[src/rtl/bamse_ioc.sv]
// bamse_ioc: interrupt-on-change front end for the bamse PacoBlaze3 SoC.
//
// Each pushbutton input is synchronised (2 FFs) and debounced. Enabled
// rising/falling edges of the debounced levels latch pending flags, and
// any pending flag raises the PacoBlaze3 interrupt. Firmware reads and
// write-1-clears the flags over the port bus.
//
// Ports:
//   clk           system clock
//   rst           asynchronous reset, active-low
//   btn_in        raw button levels, active-high
//   port_id       port address; PORT_BASE+0..3 are decoded here
//   write_strobe  one-cycle write qualifier
//   read_strobe   one-cycle read qualifier (no side effects)
//   out_port      write data
//   in_port       read data, 0 when not addressed (OR-bus)
//   interrupt     interrupt request
//   interrupt_ack interrupt acknowledge pulse
//   btn_level     debounced levels
//   o_dbg_state   interrupt FSM state (0 IDLE, 1 REQ, 2 SERVICE)
//
// Register map (offset from PORT_BASE):
//   +0 LEVEL (RO)  +1 FLAGS (R/W1C, set wins)  +2 RISE_EN (RW)  +3 FALL_EN (RW)
//
// Interrupt handshake: interrupt is a level request that stays high
// from the cycle after the FSM sees a pending flag until the cycle after
// interrupt_ack is sampled high (or all flags were cleared first). After
// an ack the request is not raised again until FLAGS has read as zero,
// so flags arriving during the ISR are handled by the firmware re-reading
// FLAGS before RETURNI. An ack outside REQ is ignored.
`timescale 1ns/1ps
module bamse_ioc #(
  parameter int         N_IN            = 3,
  parameter int         DEBOUNCE_CYCLES = 32000,
  parameter logic [7:0] PORT_BASE       = 8'h10
) (
  input  logic            clk,
  input  logic            rst,
  input  logic [N_IN-1:0] btn_in,
  input  logic [7:0]      port_id,
  input  logic            write_strobe,
  input  logic            read_strobe,
  input  logic [7:0]      out_port,
  output logic [7:0]      in_port,
  output logic            interrupt,
  input  logic            interrupt_ack,
  output logic [N_IN-1:0] btn_level,
  output logic [1:0]      o_dbg_state
);

  localparam int            CW       = $clog2(DEBOUNCE_CYCLES);
  localparam logic [CW-1:0] CNT_LAST = CW'(DEBOUNCE_CYCLES - 1);

  typedef enum logic [1:0] {
    S_IDLE    = 2'd0,
    S_REQ     = 2'd1,
    S_SERVICE = 2'd2
  } state_t;

  logic [N_IN-1:0] r_sync1;
  logic [N_IN-1:0] r_sync2;
  logic [N_IN-1:0] r_stable;
  logic [N_IN-1:0] r_prev;
  logic [CW-1:0]   r_cnt [N_IN];
  logic [N_IN-1:0] r_flags;
  logic [N_IN-1:0] r_rise_en;
  logic [N_IN-1:0] r_fall_en;
  state_t          r_state;
  state_t          w_state_next;

  logic [7:0]      w_off;
  logic [N_IN-1:0] w_evt;
  logic [N_IN-1:0] w_clr;
  logic            w_pending;
  logic            w_unused;

  // read_strobe carries no side effects and out_port is wider than the
  // registers; fold them into one sink so every input bit has a reader.
  assign w_unused = ^{read_strobe, out_port};

  // Offset decode by subtraction so PORT_BASE need not be 4-aligned.
  assign w_off = port_id - PORT_BASE;

  // ---------------------------------------------------------------------
  // Input path: 2-FF synchroniser
  // ---------------------------------------------------------------------
  always_ff @(posedge clk or negedge rst) begin
    if (!rst) begin
      r_sync1 <= '0;
      r_sync2 <= '0;
    end else begin
      r_sync1 <= btn_in;
      r_sync2 <= r_sync1;
    end
  end

  // ---------------------------------------------------------------------
  // Debounce: a level is accepted only after the synchronised input has
  // disagreed with the accepted level for DEBOUNCE_CYCLES consecutive
  // cycles. r_prev is the accepted level one cycle ago, for edge detect.
  // ---------------------------------------------------------------------
  always_ff @(posedge clk or negedge rst) begin
    if (!rst) begin
      r_stable <= '0;
      r_prev   <= '0;
      for (int i = 0; i < N_IN; i++) r_cnt[i] <= '0;
    end else begin
      r_prev <= r_stable;
      for (int i = 0; i < N_IN; i++) begin
        if (r_sync2[i] != r_stable[i]) begin
          if (r_cnt[i] == CNT_LAST) begin
            r_stable[i] <= r_sync2[i];
            r_cnt[i]    <= '0;
          end else begin
            r_cnt[i] <= r_cnt[i] + 1'b1;
          end
        end else begin
          r_cnt[i] <= '0;
        end
      end
    end
  end

  assign btn_level = r_stable;

  // ---------------------------------------------------------------------
  // Edge events, enables and flags
  // ---------------------------------------------------------------------
  assign w_evt = (r_stable & ~r_prev & r_rise_en) |
                 (~r_stable & r_prev & r_fall_en);

  assign w_clr = (write_strobe && (w_off == 8'd1)) ? out_port[N_IN-1:0] : '0;

  always_ff @(posedge clk or negedge rst) begin
    if (!rst) begin
      r_rise_en <= '0;
      r_fall_en <= '0;
      r_flags   <= '0;
    end else begin
      if (write_strobe && (w_off == 8'd2)) r_rise_en <= out_port[N_IN-1:0];
      if (write_strobe && (w_off == 8'd3)) r_fall_en <= out_port[N_IN-1:0];
      // Clear first, then OR in new events: a same-cycle set wins.
      r_flags <= (r_flags & ~w_clr) | w_evt;
    end
  end

  assign w_pending = |r_flags;

  // ---------------------------------------------------------------------
  // Read mux (combinational, zero when not addressed)
  // ---------------------------------------------------------------------
  always_comb begin
    in_port = '0;
    case (w_off)
      8'd0:    in_port[N_IN-1:0] = r_stable;
      8'd1:    in_port[N_IN-1:0] = r_flags;
      8'd2:    in_port[N_IN-1:0] = r_rise_en;
      8'd3:    in_port[N_IN-1:0] = r_fall_en;
      default: in_port = '0;
    endcase
  end

  // ---------------------------------------------------------------------
  // Interrupt FSM
  // ---------------------------------------------------------------------
  always_ff @(posedge clk or negedge rst) begin
    if (!rst) r_state <= S_IDLE;
    else      r_state <= w_state_next;
  end

  always_comb begin
    w_state_next = r_state;
    case (r_state)
      S_IDLE: begin
        if (w_pending) w_state_next = S_REQ;
      end
      S_REQ: begin
        if (interrupt_ack)   w_state_next = S_SERVICE;
        else if (!w_pending) w_state_next = S_IDLE;
      end
      S_SERVICE: begin
        // Hold off re-raising until firmware has drained every flag.
        if (!w_pending) w_state_next = S_IDLE;
      end
      default: w_state_next = S_IDLE;
    endcase
  end

  assign interrupt   = (r_state == S_REQ);
  assign o_dbg_state = r_state;

endmodule

[config.mk]
export PLATFORM = sky130hd
export DESIGN_NAME = bamse_ioc
export DESIGN_NICKNAME = d
export VERILOG_FILES = /design/src/rtl/bamse_ioc.sv
export SDC_FILE = /design/constraint.sdc
export NUM_CORES = 1
export LEC_CHECK = 0
export ABC_AREA = 1
export BUFFER_PORTS_ARGS = -buffer_cell sky130_fd_sc_hd__clkbuf_2
export CORE_MARGIN = 2
export CORE_UTILIZATION = 31
export CTS_CLUSTER_SIZE = 16
export DETAILED_ROUTE_END_ITERATION = 16
export GPL_ROUTABILITY_DRIVEN = 0
export PLACE_DENSITY = 0.58
export REMOVE_ABC_BUFFERS = 1
export SLEW_MARGIN = 0
export SYNTH_ARGS = -nofsm -noshare
export SYNTH_HDL_FRONTEND = slang
export SYNTH_SLANG_ARGS = --single-unit
[constraint.sdc]
create_clock -name clk -period 1.5 [get_ports clk]
set_clock_uncertainty 0.05 [all_clocks]
set_input_delay 0.15 -clock clk [delete_from_list [all_inputs] [get_ports clk]]
set_output_delay 0.15 -clock clk [all_outputs]
set_load 0.03 [all_outputs]
==> flow_results.xml, run 1 <==
<?xml version="1.0" encoding="UTF-8"?>
<metrics>
  <group name="status">
    <metric name="outcome" unit="">complete, no violations</metric>
  </group>
  <group name="critical_path">
    <metric name="timing.critical_path.buf_inv" unit="">1</metric>
    <metric name="timing.critical_path.arrival" unit="ps">1590</metric>
    <metric name="required" unit="ps">1680</metric>
    <metric name="worst_path_fanout_max" unit="">9</metric>
    <metric name="worstSetupEndpointType" unit="">flop</metric>
    <metric name="critical_path_cell_by_cell" unit="">ha_2 &gt; nand2_2 &gt; nor2_2 &gt; nand2_1 &gt; inv_1 &gt; nand2_4 &gt; nand2_4 &gt; nor2_1</metric>
    <metric name="criticalPathCategory" unit="">reg -&gt; reg</metric>
    <metric name="critical_path_s_top_delay_family" unit="">simple AND/OR/NAND/NOR gates</metric>
    <metric name="crit_path_start_kind" unit="">flop</metric>
    <metric name="crit_slowest_cell" unit="">dfrtp_1</metric>
    <metric name="timing.critical_path.mode_cell" unit="">nand2_4</metric>
    <metric name="crit_path_max_incr_delay" unit="ps">380</metric>
  </group>
  <group name="floorplan">
    <metric name="design.die.area" unit="sq um">12060</metric>
    <metric name="dieHeight" unit="microns">109.8</metric>
    <metric name="ioPinCount" unit="">38</metric>
    <metric name="initial_core_util" unit="%">31.88</metric>
    <metric name="rows" unit="">38</metric>
    <metric name="die_width" unit="microns">109.8</metric>
    <metric name="core_area" unit="sq um">10890</metric>
  </group>
  <group name="yosys">
    <metric name="netlist_instances" unit="">432</metric>
    <metric name="synth_seq_area_share" unit="%">49.03</metric>
    <metric name="synthesis.area" unit="sq um">3471</metric>
    <metric name="syn_avg_cell_area" unit="sq um">8.034</metric>
    <metric name="yosys_warnings" unit="">0</metric>
    <metric name="postSynthRegisterBits" unit="">68</metric>
    <metric name="yosysUniqueCellTypes" unit="">27</metric>
  </group>
  <group name="layout">
    <metric name="layout.nets" unit="">511</metric>
    <metric name="number_of_antenna_diodes" unit="">0</metric>
    <metric name="final-seq-area" unit="sq um">1705</metric>
    <metric name="drive_gt1_share" unit="%">18.61</metric>
    <metric name="layoutNonFillerInstCount" unit="">629</metric>
    <metric name="most_frequent_standard_cell_in_the_layout_excluding_fill_and_tap_cells" unit="">nand2_1</metric>
    <metric name="mostFrequentLayoutCells" unit="">nand2_1 (89), nor2_1 (82), dfrtp_1 (65), inv_1 (50), nand3_1 (45)</metric>
    <metric name="nFillCells" unit="">1127</metric>
    <metric name="multi_input_area" unit="sq um">1609</metric>
    <metric name="areaGrowthSynthToFinish" unit="%">20.01</metric>
    <metric name="postLayoutCoreUtil" unit="%">38.26</metric>
  </group>
  <group name="clock_tree">
    <metric name="cts_tree" unit="">yes</metric>
    <metric name="clk_latency" unit="ps">340</metric>
    <metric name="clk_transition_reported_paths" unit="ps">70</metric>
    <metric name="cts-htree-levels" unit="">3</metric>
    <metric name="cts_buffer_depth" unit="">2</metric>
    <metric name="master_cell_of_the_clock_root_buffer" unit="">clkbuf_8</metric>
    <metric name="tritoncts_num_sinks" unit="">68</metric>
    <metric name="numCtsBuffers" unit="">9</metric>
  </group>
  <group name="pwr">
    <metric name="power.clock.fraction" unit="%">39.0</metric>
    <metric name="p_leak" unit="nW">1.950</metric>
    <metric name="seq_power_share" unit="%">51.2</metric>
    <metric name="power" unit="mW">3.820</metric>
    <metric name="power_frac_comb" unit="%">9.8</metric>
    <metric name="pwr_density_cell" unit="nW/um^2">917.1</metric>
    <metric name="vdd_ir_drop_max" unit="mV">0.4127</metric>
    <metric name="power.switching_fraction" unit="%">25.94</metric>
    <metric name="power.switching" unit="mW">0.9907</metric>
    <metric name="internal_power" unit="mW">2.829</metric>
  </group>
  <group name="timing">
    <metric name="finalHoldViolations" unit="">0</metric>
    <metric name="fin_crit_share" unit="%">94.37</metric>
    <metric name="rsz0062_at_grt" unit="">yes</metric>
    <metric name="final-setup-viol-count" unit="">0</metric>
    <metric name="fin_hold_ws" unit="ps">22.29</metric>
    <metric name="min_period" unit="ps">1416</metric>
    <metric name="final.setup.worst_slack" unit="ps">84.46</metric>
    <metric name="clock.fmax" unit="MHz">706.4</metric>
    <metric name="finalMaxSlewViolations" unit="">0</metric>
  </group>
  <group name="drt">
    <metric name="drt-wirelength-per-cell" unit="microns">10.78</metric>
    <metric name="drt-total-wl" unit="microns">6781</metric>
    <metric name="route.vias.total" unit="">2828</metric>
    <metric name="postRouteAntennaNets" unit="">0</metric>
    <metric name="routed_via_density" unit="">4.496</metric>
    <metric name="drt_drc_violations_left" unit="">0</metric>
    <metric name="detailedRoute.firstPassIterationCount" unit="">4</metric>
    <metric name="drt_iter0_drc" unit="">161</metric>
  </group>
  <group name="placement">
    <metric name="dp_hpwl" unit="microns">4771</metric>
    <metric name="place_worst_setup_slack" unit="ps">-12.26</metric>
    <metric name="placement.io_buffers" unit="">26</metric>
    <metric name="placed_cells" unit="">605</metric>
  </group>
  <group name="global_route">
    <metric name="number_of_global_route_vias_before_repair" unit="">2733</metric>
    <metric name="grt_pass1_wl" unit="microns">12000</metric>
    <metric name="grt_use_total" unit="%">12.55</metric>
    <metric name="pin_count_of_the_biggest_net_entering_global_routing" unit="">69</metric>
    <metric name="grt_remaining_overflow" unit="">0</metric>
    <metric name="grt_antenna_before_repair" unit="">0</metric>
  </group>
  <group name="flow_run">
    <metric name="max_cap_viol_count" unit="">0</metric>
  </group>
  <group name="min_path">
    <metric name="hold_path.class" unit="">in -&gt; reg</metric>
  </group>
</metrics>
[through the flow]
step	area [sq um]	setup TNS (ps)
detailed placement	3829	-12.26
global route	4165	-60.62
finish	4165	0
global placement	3829	0
floorplan	3443	0
CTS	4070	0
[synthesized netlist by cell type (all sizes together)]
| cell type | n | area [sq um] |
|---|---|---|
| xnor2 | 6 | 52.55 |
| nand4 | 14 | 87.58 |
| a21oi | 5 | 28.78 |
| conb | 1 | 3.750 |
| o21a | 1 | 7.510 |
| nor3b | 3 | 22.52 |
| a21o | 1 | 7.510 |
| nand2 | 99 | 394.1 |
| inv | 53 | 198.9 |
| ha | 3 | 37.54 |
| a31oi | 5 | 31.28 |
| o21ai | 6 | 30.03 |
| buf | 6 | 42.54 |
| nor2 | 93 | 386.6 |
| dfrtp | 68 | 1702 |
| nor3 | 7 | 50.05 |
| nand3 | 45 | 225.2 |
| xor2 | 16 | 162.7 |
[cells by family after synthesis]
family,Yosys count,synth area share (%)
buffers and inverters,59,6.957
other,1,0.1080
adders and majority gates,3,1.082
DFF,68,49.03
AOI/OAI and AO/OA,18,3.028
xor gates and xnor gates,22,6.201
and+or+nand+nor,261,33.60
[layout make-up]
class                      count  share of cell area [%]
clock buffer                  12                   3.485
clock inverter                 4                   1.172
inverter                      53                   4.776
multi-input combinational    309                   38.63
sequential                    68                   40.94
tap                          140                   4.205
timing repair buffer          43                   6.789
[final timing paths]
path / from / to / slack, ps / cells past startpoint
worst max-delay path: r_cnt[30] / r_cnt[40] / 80 / 8
worst min-delay path: interrupt_ack / o_dbg_state[0] / 20 / 4
worst max register to register: r_cnt[30] / r_cnt[40] / 80 / 8
worst min register to register: r_sync1[2] / r_sync2[2] / 300 / 0
max in group asynchronous: rst / btn_level[1] / 780 / 3
min in group asynchronous: rst / r_flags[0] / 300 / 3
[layer usage]
layer | GRT usage, % | wire length, microns
met1 | 16.80 | 3334
met2 | 19.41 | 3123
met3 | 2.845 | 215
met4 | 5.425 | 107
met5 | 0 | 0
[worst reg2reg max path, stage by stage (launching register included)]
cell and delay [ps]:
dfrtp_1 380, ha_2 200, nand2_2 70, nor2_2 100, nand2_1 80, inv_1 120
nand2_4 90, nand2_4 150, nor2_1 60
[sequential cells by signal, summed over array words and instances, names as in the netlist]
signal,count
r_rise_en,3
btn_level,3
r_sync2,3
r_fall_en,3
r_flags,3
r_sync1,3
r_prev,3
r_cnt,45
o_dbg_state,2
[repair_timing]
item	4_1_cts	5_1_grt
pin swaps	0	1
endpoints found under the hold margin	71	0
setup endpoints to repair	3	35
hold buffers	4	0
cloned	0	0
setup buffers	0	4
resized for setup	3	20
[power by group through the flow]
stage | sequential [mW] | clock (mW) | combinational [mW]
global route | 1.97 | 1.62 | 0.416
finish | 1.96 | 1.49 | 0.373
CTS | 1.96 | 1.54 | 0.373
global placement | 1.99 | 0 | 0.356
floorplan | 2.04 | 0 | 0.168
detailed placement | 1.99 | 0 | 0.364
No activity file was read; power rests on OpenSTA's default activity.
==> run 2, diff against run 1 <==
--- a/config.mk
+++ b/config.mk
@@ -6,6 +6,7 @@
 export NUM_CORES = 1
 export LEC_CHECK = 0
 export ABC_AREA = 1
+export ABC_CLOCK_PERIOD_IN_PS = 1500
 export BUFFER_PORTS_ARGS = -buffer_cell sky130_fd_sc_hd__clkbuf_2
 export CORE_MARGIN = 2
 export CORE_UTILIZATION = 31
==> constraint.sdc (replaced) <==
create_clock -name clk -period 1.5 [get_ports clk]
set_clock_uncertainty 0.05 [all_clocks]
set_input_delay 0.15 -clock clk [delete_from_list [all_inputs] [get_ports clk]]
set_output_delay 0.15 -clock clk [all_outputs]
set_load 0.05 [all_outputs]
==> flow_results.xml, run 2 (synthesis results as in run 1) <==
<?xml version="1.0" encoding="UTF-8"?>
<metrics>
  <group name="status">
    <metric name="outcome" unit="">complete, no violations</metric>
  </group>
  <group name="layout">
    <metric name="number_of_antenna_diodes" unit="">0</metric>
    <metric name="final-seq-area" unit="sq um">1705</metric>
    <metric name="largest_reg_flops" unit="">45</metric>
    <metric name="post-route-cell-area" unit="sq um">4213</metric>
    <metric name="layout.nets" unit="">516</metric>
    <metric name="largest_register_by_flop_count" unit="">r_cnt</metric>
    <metric name="multi_input_area" unit="sq um">1595</metric>
    <metric name="drive_gt1_share" unit="%">19.23</metric>
    <metric name="postLayoutCoreUtil" unit="%">38.69</metric>
    <metric name="areaGrowthSynthToFinish" unit="%">21.38</metric>
    <metric name="layoutNonFillerInstCount" unit="">634</metric>
    <metric name="most_frequent_standard_cell_in_the_layout_excluding_fill_and_tap_cells" unit="">nand2_1</metric>
    <metric name="nFillCells" unit="">1110</metric>
    <metric name="mostFrequentLayoutCells" unit="">nand2_1 (89), nor2_1 (81), dfrtp_1 (65), inv_1 (50), nand3_1 (45)</metric>
  </group>
  <group name="floorplan">
    <metric name="ioPinCount" unit="">38</metric>
    <metric name="rows" unit="">38</metric>
    <metric name="core_area" unit="sq um">10890</metric>
    <metric name="design.die.area" unit="sq um">12060</metric>
    <metric name="initial_core_util" unit="%">31.88</metric>
    <metric name="die_width" unit="microns">109.8</metric>
    <metric name="dieHeight" unit="microns">109.8</metric>
  </group>
  <group name="clock_tree">
    <metric name="cts_buffer_depth" unit="">2</metric>
    <metric name="clk_transition_reported_paths" unit="ps">70</metric>
    <metric name="cts_tree" unit="">yes</metric>
    <metric name="cts-htree-levels" unit="">3</metric>
    <metric name="tritoncts_num_sinks" unit="">68</metric>
    <metric name="clk_latency" unit="ps">340</metric>
    <metric name="master_cell_of_the_clock_root_buffer" unit="">clkbuf_8</metric>
    <metric name="numCtsBuffers" unit="">9</metric>
  </group>
  <group name="drt">
    <metric name="met2RoutedLength" unit="microns">3000</metric>
    <metric name="drt-total-wl" unit="microns">6705</metric>
    <metric name="wl_met3" unit="microns">290</metric>
    <metric name="wl_met1" unit="microns">3330</metric>
    <metric name="drt_iter0_drc" unit="">188</metric>
    <metric name="route.vias.total" unit="">2832</metric>
    <metric name="postRouteAntennaNets" unit="">0</metric>
    <metric name="drt-wirelength-per-cell" unit="microns">10.58</metric>
    <metric name="routed_via_density" unit="">4.467</metric>
    <metric name="maxUsedRoutingLayer" unit="">met4</metric>
    <metric name="detailedRoute.firstPassIterationCount" unit="">4</metric>
    <metric name="drt_drc_violations_left" unit="">0</metric>
  </group>
  <group name="pwr">
    <metric name="pwr_density_cell" unit="nW/um^2">921.3</metric>
    <metric name="vdd_ir_drop_max" unit="mV">0.4142</metric>
    <metric name="power" unit="mW">3.881</metric>
    <metric name="p_leak" unit="nW">1.981</metric>
  </group>
  <group name="timing">
    <metric name="fin_hold_ws" unit="ps">28.53</metric>
    <metric name="finalMaxSlewViolations" unit="">0</metric>
    <metric name="final-setup-viol-count" unit="">0</metric>
    <metric name="clock.fmax" unit="MHz">709.3</metric>
    <metric name="final.setup.worst_slack" unit="ps">90.15</metric>
    <metric name="fin_tns_setup" unit="ps">0</metric>
    <metric name="finalHoldViolations" unit="">0</metric>
    <metric name="min_period" unit="ps">1410</metric>
    <metric name="fin_crit_share" unit="%">93.99</metric>
  </group>
  <group name="critical_path">
    <metric name="required" unit="ps">1680</metric>
    <metric name="crit_path_max_incr_delay" unit="ps">380</metric>
    <metric name="criticalPathCategory" unit="">reg -&gt; reg</metric>
    <metric name="timing.critical_path.mode_cell" unit="">nand2_1</metric>
    <metric name="worst_path_fanout_max" unit="">4</metric>
    <metric name="crit_path_start_kind" unit="">flop</metric>
    <metric name="worstSetupEndpointType" unit="">flop</metric>
    <metric name="critical_path_cell_by_cell" unit="">ha_2 &gt; nand2_1 &gt; nor2_2 &gt; nand2_1 &gt; inv_2 &gt; nand2_4 &gt; buf_4 &gt; nand3_1 &gt; nor2_1</metric>
    <metric name="crit_slowest_cell" unit="">dfrtp_1</metric>
    <metric name="timing.critical_path.arrival" unit="ps">1590</metric>
  </group>
  <group name="global_route">
    <metric name="grt_pass1_wl" unit="microns">11910</metric>
    <metric name="grt_use_total" unit="%">12.44</metric>
    <metric name="pin_count_of_the_biggest_net_entering_global_routing" unit="">69</metric>
    <metric name="grt_antenna_before_repair" unit="">0</metric>
    <metric name="grt_remaining_overflow" unit="">0</metric>
    <metric name="number_of_global_route_vias_before_repair" unit="">2676</metric>
  </group>
  <group name="placement">
    <metric name="place_worst_setup_slack" unit="ps">10.35</metric>
    <metric name="dp_hpwl" unit="microns">4759</metric>
    <metric name="placement.io_buffers" unit="">26</metric>
    <metric name="dpl-instance-area" unit="sq um">3871</metric>
    <metric name="placed_cells" unit="">609</metric>
  </group>
  <group name="flow_run">
    <metric name="max_cap_viol_count" unit="">0</metric>
  </group>
  <group name="min_path">
    <metric name="hold_path.class" unit="">in -&gt; reg</metric>
  </group>
</metrics>
-- run 2: cell types whose count changed in the layout (fill, tap and decap cells not counted) --
cell      before  now
nor3_2         5    4
buf_4         12   17
nand2_4        5    6
nand2_8        1    0
buf_12         1    2
nor2_1        82   81
ha_1           1    2
clkbuf_8      10   11
nor3_1         2    3
ha_2           2    1
nor2_2         7    8
clkbuf_2      24   22
-- run 2: layout make-up --
type                    count  area share [%]
repair buffers             48           8.168
multi-input cells         309           37.87
inverters                  53           4.722
flip-flops and latches     68           40.48
well taps                 140           4.158
clock inverters             4           1.158
clock buffers              12           3.445
-- run 2: power breakdown --
group          total (mW)  switching (mW)  leakage [nW]  internal, mW
Clock                1.47           0.659         0.100         0.812
Combinational       0.451           0.329         0.977         0.123
Sequential           1.96          0.0587         0.904          1.90
-- run 2: worst max-delay path, delay by kind of cell (launching register included) --
family	cells	cell delay (ps)
adder cells (fa/ha/maj)	1	180
buffers and inverters	2	230
AND/OR/NAND/NOR	6	470
flip-flops	1	380
-- run 2: final timing paths --
kind / depth (start not counted) / endpoint / from / slack, ps
max: 9 / r_cnt[42] / r_cnt[30] / 90
min: 4 / o_dbg_state[0] / interrupt_ack / 30
max reg2reg: 9 / r_cnt[42] / r_cnt[30] / 90
min reg2reg: 0 / r_sync2[0] / r_sync1[0] / 300
max in group asynchronous: 3 / btn_level[1] / rst / 780
min in group asynchronous: 3 / r_cnt[9] / rst / 300
-- run 2: timing repair --
action                                 CTS  global route
setup endpoints to repair                4            36
pin swaps                                0             3
hold buffers                             4             0
buffers inserted                         0             5
endpoints found under the hold margin   71             0
gates resized for setup                  7            17
-- run 2: metal layers --
| layer | vias to the layer above | global-route usage, % |
|---|---|---|
| met1 | 1300 | 16.29 |
| met3 | 6 | 3.082 |
| li1 | 1472 | - |
| met2 | 54 | 19.41 |
| met4 | 0 | 5.515 |
| met5 | - | 0 |
==> run 3, diff against run 2 <==
--- a/config.mk
+++ b/config.mk
@@ -5,7 +5,6 @@
 export SDC_FILE = /design/constraint.sdc
 export NUM_CORES = 1
 export LEC_CHECK = 0
-export ABC_AREA = 1
 export ABC_CLOCK_PERIOD_IN_PS = 1500
 export BUFFER_PORTS_ARGS = -buffer_cell sky130_fd_sc_hd__clkbuf_2
 export CORE_MARGIN = 2
@@ -13,6 +12,7 @@
 export CTS_CLUSTER_SIZE = 16
 export DETAILED_ROUTE_END_ITERATION = 16
 export GPL_ROUTABILITY_DRIVEN = 0
+export GPL_TIMING_DRIVEN = 1
 export PLACE_DENSITY = 0.58
 export REMOVE_ABC_BUFFERS = 1
 export SLEW_MARGIN = 0
==> flow_results.xml, run 3 <==
<?xml version="1.0" encoding="UTF-8"?>
<metrics>
  <group name="critical_path">
    <metric name="crit_path_start_kind" unit="">flop</metric>
    <metric name="crit_slowest_cell" unit="">or3b_4</metric>
    <metric name="rr_worst_depth" unit="">4</metric>
    <metric name="worstSetupEndpointType" unit="">flop</metric>
    <metric name="timing.critical_path.arrival" unit="ps">1900</metric>
    <metric name="worst-r2r-setup-slack" unit="ps">-220</metric>
    <metric name="criticalPathCategory" unit="">reg -&gt; reg</metric>
    <metric name="critical_path_cell_by_cell" unit="">or3b_4 &gt; nor4_4 &gt; nand2b_4 &gt; nor2_2</metric>
    <metric name="required" unit="ps">1680</metric>
    <metric name="crit_path_max_incr_delay" unit="ps">410</metric>
    <metric name="timing.critical_path.buf_inv" unit="">0</metric>
    <metric name="r2r_end" unit="">r_cnt[34]</metric>
    <metric name="timing.rr.start" unit="">r_cnt[38]</metric>
    <metric name="critical_path_s_top_delay_family" unit="">simple AND/OR/NAND/NOR gates</metric>
    <metric name="worst_path_fanout_max" unit="">8</metric>
    <metric name="critical_path.startpoint" unit="">r_cnt[38]</metric>
  </group>
  <group name="placement">
    <metric name="placed_cells" unit="">508</metric>
    <metric name="dp_hpwl" unit="microns">4321</metric>
    <metric name="placement.io_buffers" unit="">26</metric>
  </group>
  <group name="drt">
    <metric name="postRouteAntennaNets" unit="">0</metric>
    <metric name="detailedRoute.firstPassIterationCount" unit="">4</metric>
    <metric name="drt-total-wl" unit="microns">6856</metric>
    <metric name="drt-wirelength-per-cell" unit="microns">12.63</metric>
    <metric name="drt_iter0_drc" unit="">108</metric>
    <metric name="drt_drc_violations_left" unit="">0</metric>
    <metric name="route.vias.total" unit="">2480</metric>
    <metric name="routed_via_density" unit="">4.567</metric>
  </group>
  <group name="layout">
    <metric name="number_of_antenna_diodes" unit="">0</metric>
    <metric name="largest_register_by_flop_count" unit="">r_cnt</metric>
    <metric name="areaGrowthSynthToFinish" unit="%">47.26</metric>
    <metric name="drive_gt1_share" unit="%">46.44</metric>
    <metric name="mostFrequentLayoutCells" unit="">dfrtp_1 (68), buf_4 (61), xnor2_1 (29), nor2_2 (25), clkbuf_2 (22)</metric>
    <metric name="layoutNonFillerInstCount" unit="">543</metric>
    <metric name="multi_input_area" unit="sq um">1808</metric>
    <metric name="nFillCells" unit="">936</metric>
    <metric name="most_frequent_standard_cell_in_the_layout_excluding_fill_and_tap_cells" unit="">dfrtp_1</metric>
    <metric name="largest_reg_flops" unit="">45</metric>
    <metric name="layout.nets" unit="">429</metric>
    <metric name="final-seq-area" unit="sq um">1702</metric>
  </group>
  <group name="global_route">
    <metric name="grt_antenna_before_repair" unit="">0</metric>
    <metric name="number_of_global_route_vias_before_repair" unit="">2593</metric>
    <metric name="grt_use_total" unit="%">13.50</metric>
    <metric name="pin_count_of_the_biggest_net_entering_global_routing" unit="">69</metric>
    <metric name="grt_pass1_wl" unit="microns">12030</metric>
    <metric name="grt_remaining_overflow" unit="">0</metric>
  </group>
  <group name="yosys">
    <metric name="yosys_warnings" unit="">0</metric>
    <metric name="synth.largest_area_cell" unit="">dfrtp_1</metric>
    <metric name="synthTopCellsByCount" unit="">dfrtp_1 (68), nor2_1 (53), xnor2_1 (31)</metric>
    <metric name="postSynth.asyncResetShare" unit="%">100.0</metric>
    <metric name="syn_avg_cell_area" unit="sq um">10.74</metric>
    <metric name="yosysUniqueCellTypes" unit="">31</metric>
    <metric name="yosys.area.top_type_share" unit="%">53.17</metric>
    <metric name="post-synth-top-count-cell" unit="">dfrtp_1</metric>
    <metric name="synthesis.area" unit="sq um">3201</metric>
    <metric name="postSynthRegisterBits" unit="">68</metric>
    <metric name="synth_seq_area_share" unit="%">53.17</metric>
    <metric name="postSynth.topFlopCell" unit="">dfrtp_1</metric>
    <metric name="netlist_instances" unit="">298</metric>
    <metric name="synth_enable_flop_cells" unit="">0</metric>
    <metric name="synth.area.top_cells" unit="">dfrtp_1 (53%), xnor2_1 (8.5%), nor2_1 (6.2%)</metric>
  </group>
  <group name="status">
    <metric name="outcome" unit="">finished, violations left</metric>
    <metric name="violations_in_the_final_reports" unit="">negative setup slack</metric>
  </group>
  <group name="pwr">
    <metric name="vdd_ir_drop_max" unit="mV">0.5794</metric>
    <metric name="p_leak" unit="nW">1.997</metric>
    <metric name="pwr_density_cell" unit="nW/um^2">890.2</metric>
  </group>
  <group name="flow_run">
    <metric name="max_cap_viol_count" unit="">0</metric>
  </group>
  <group name="timing">
    <metric name="finalHoldViolations" unit="">0</metric>
    <metric name="fin_crit_share" unit="%">114.9</metric>
    <metric name="min_period" unit="ps">1724</metric>
    <metric name="rsz0062_at_grt" unit="">yes</metric>
    <metric name="final-setup-viol-count" unit="">51</metric>
    <metric name="clock.fmax" unit="MHz">580.0</metric>
    <metric name="final.setup.worst_slack" unit="ps">-224.0</metric>
    <metric name="worst_slew_pin_slew" unit="ps">527.6</metric>
    <metric name="fin_tns_setup" unit="ps">-6565</metric>
    <metric name="finalMaxSlewViolations" unit="">0</metric>
    <metric name="slew_headroom" unit="%">64.70</metric>
  </group>
  <group name="clock_tree">
    <metric name="cts-htree-levels" unit="">3</metric>
    <metric name="tritoncts_num_sinks" unit="">68</metric>
    <metric name="numCtsBuffers" unit="">9</metric>
    <metric name="clk_latency" unit="ps">340</metric>
    <metric name="cts_tree" unit="">yes</metric>
    <metric name="cts_buffer_depth" unit="">2</metric>
    <metric name="clk_transition_reported_paths" unit="ps">70</metric>
    <metric name="master_cell_of_the_clock_root_buffer" unit="">clkbuf_8</metric>
  </group>
  <group name="floorplan">
    <metric name="initial_core_util" unit="%">31.43</metric>
    <metric name="die_width" unit="microns">105.6</metric>
    <metric name="rows" unit="">37</metric>
    <metric name="design.die.area" unit="sq um">11150</metric>
    <metric name="dieHeight" unit="microns">105.6</metric>
    <metric name="core_area" unit="sq um">10180</metric>
    <metric name="ioPinCount" unit="">38</metric>
  </group>
  <group name="min_path">
    <metric name="hp-start" unit="">out_port[1]</metric>
    <metric name="hold_path.class" unit="">in -&gt; reg</metric>
    <metric name="worst_hold_path.num_cells" unit="">2</metric>
    <metric name="hold_path_end" unit="">r_fall_en[1]</metric>
  </group>
</metrics>
[run 3: power by group]
part           switching (mW)  total (mW)  internal [mW]
clock network           0.676        1.66          0.980
registers              0.0573        1.96           1.90
logic                   0.375       0.584          0.209
[run 3: kinds of logic (layout without fill, tap and decap cells)]
group,count (synthesis),count (layout),synth area share (%)
other cells,1,5,0.1172
mux,12,12,5.629
fa+ha+maj,3,3,1.173
flops,68,68,53.17
compound gates,8,8,1.564
simple gates,143,144,23.34
buf+inv,21,125,3.518
xor+xnor,42,42,11.49
[run 3: final cells by class]
| class | instances | area share [%] |
|---|---|---|
| timing repair buffer | 97 | 16.35 |
| clock buffer | 12 | 3.079 |
| clock inverter | 4 | 1.540 |
| inverter | 12 | 0.9557 |
| sequential | 68 | 36.10 |
| tap | 136 | 3.610 |
| multi-input combinational | 214 | 38.36 |
[run 3: worst reg2reg max path, cell delays in order, from the launching register on]
cell	delay (ps)
dfrtp_1	400
or3b_4	410
nor4_4	390
nand2b_4	310
nor2_2	50
[run 3: worst max path at each step]
| stage | end | slack (ps) | cells after the start |
|---|---|---|---|
| floorplan | in_port[2] | -430 | 2 |
| global placement | r_cnt[2] | -170 | 5 |
| detailed placement | r_cnt[11] | -220 | 5 |
| CTS | in_port[0] | -240 | 3 |
| global route | r_cnt[40] | -270 | 4 |
| finish | r_cnt[34] | -220 | 4 |
[run 3: routing by layer]
| metal | global-route usage (%) | wire length [microns] | vias to the layer above |
|---|---|---|---|
| met5 | 0 | 0 | - |
| met3 | 4.453 | 196 | 6 |
| li1 | - | - | 1217 |
| met1 | 16.55 | 3053 | 1232 |
| met2 | 22.81 | 3525 | 25 |
| met4 | 3.665 | 81 | 0 |
[run 3: timing repair]
item / in CTS / in global routing
gates cloned: 2 / 0
resized for setup: 64 / 46
pin swaps: 42 / 16
endpoints found under the hold margin: 73 / 0
hold buffers: 5 / 0
setup endpoints to repair: 51 / 51
setup buffers: 11 / 3
[run 3: per-stage QoR]
step	power [mW]	setup slack (ps)	hold WS, ps	utilization, %	area, sq um
2_1_floorplan	2.279	-425.8	-195.6	-	3148
3_3_place_gp	2.475	-165.3	144.4	38.13	3884
3_5_place_dp	2.485	-220.8	149.5	38.13	3884
4_1_cts	4.217	-239.5	25.92	44.39	4521
5_1_grt	4.399	-267.5	19.76	46.28	4713
6_report	4.196	-224.0	35.14	46.28	4713
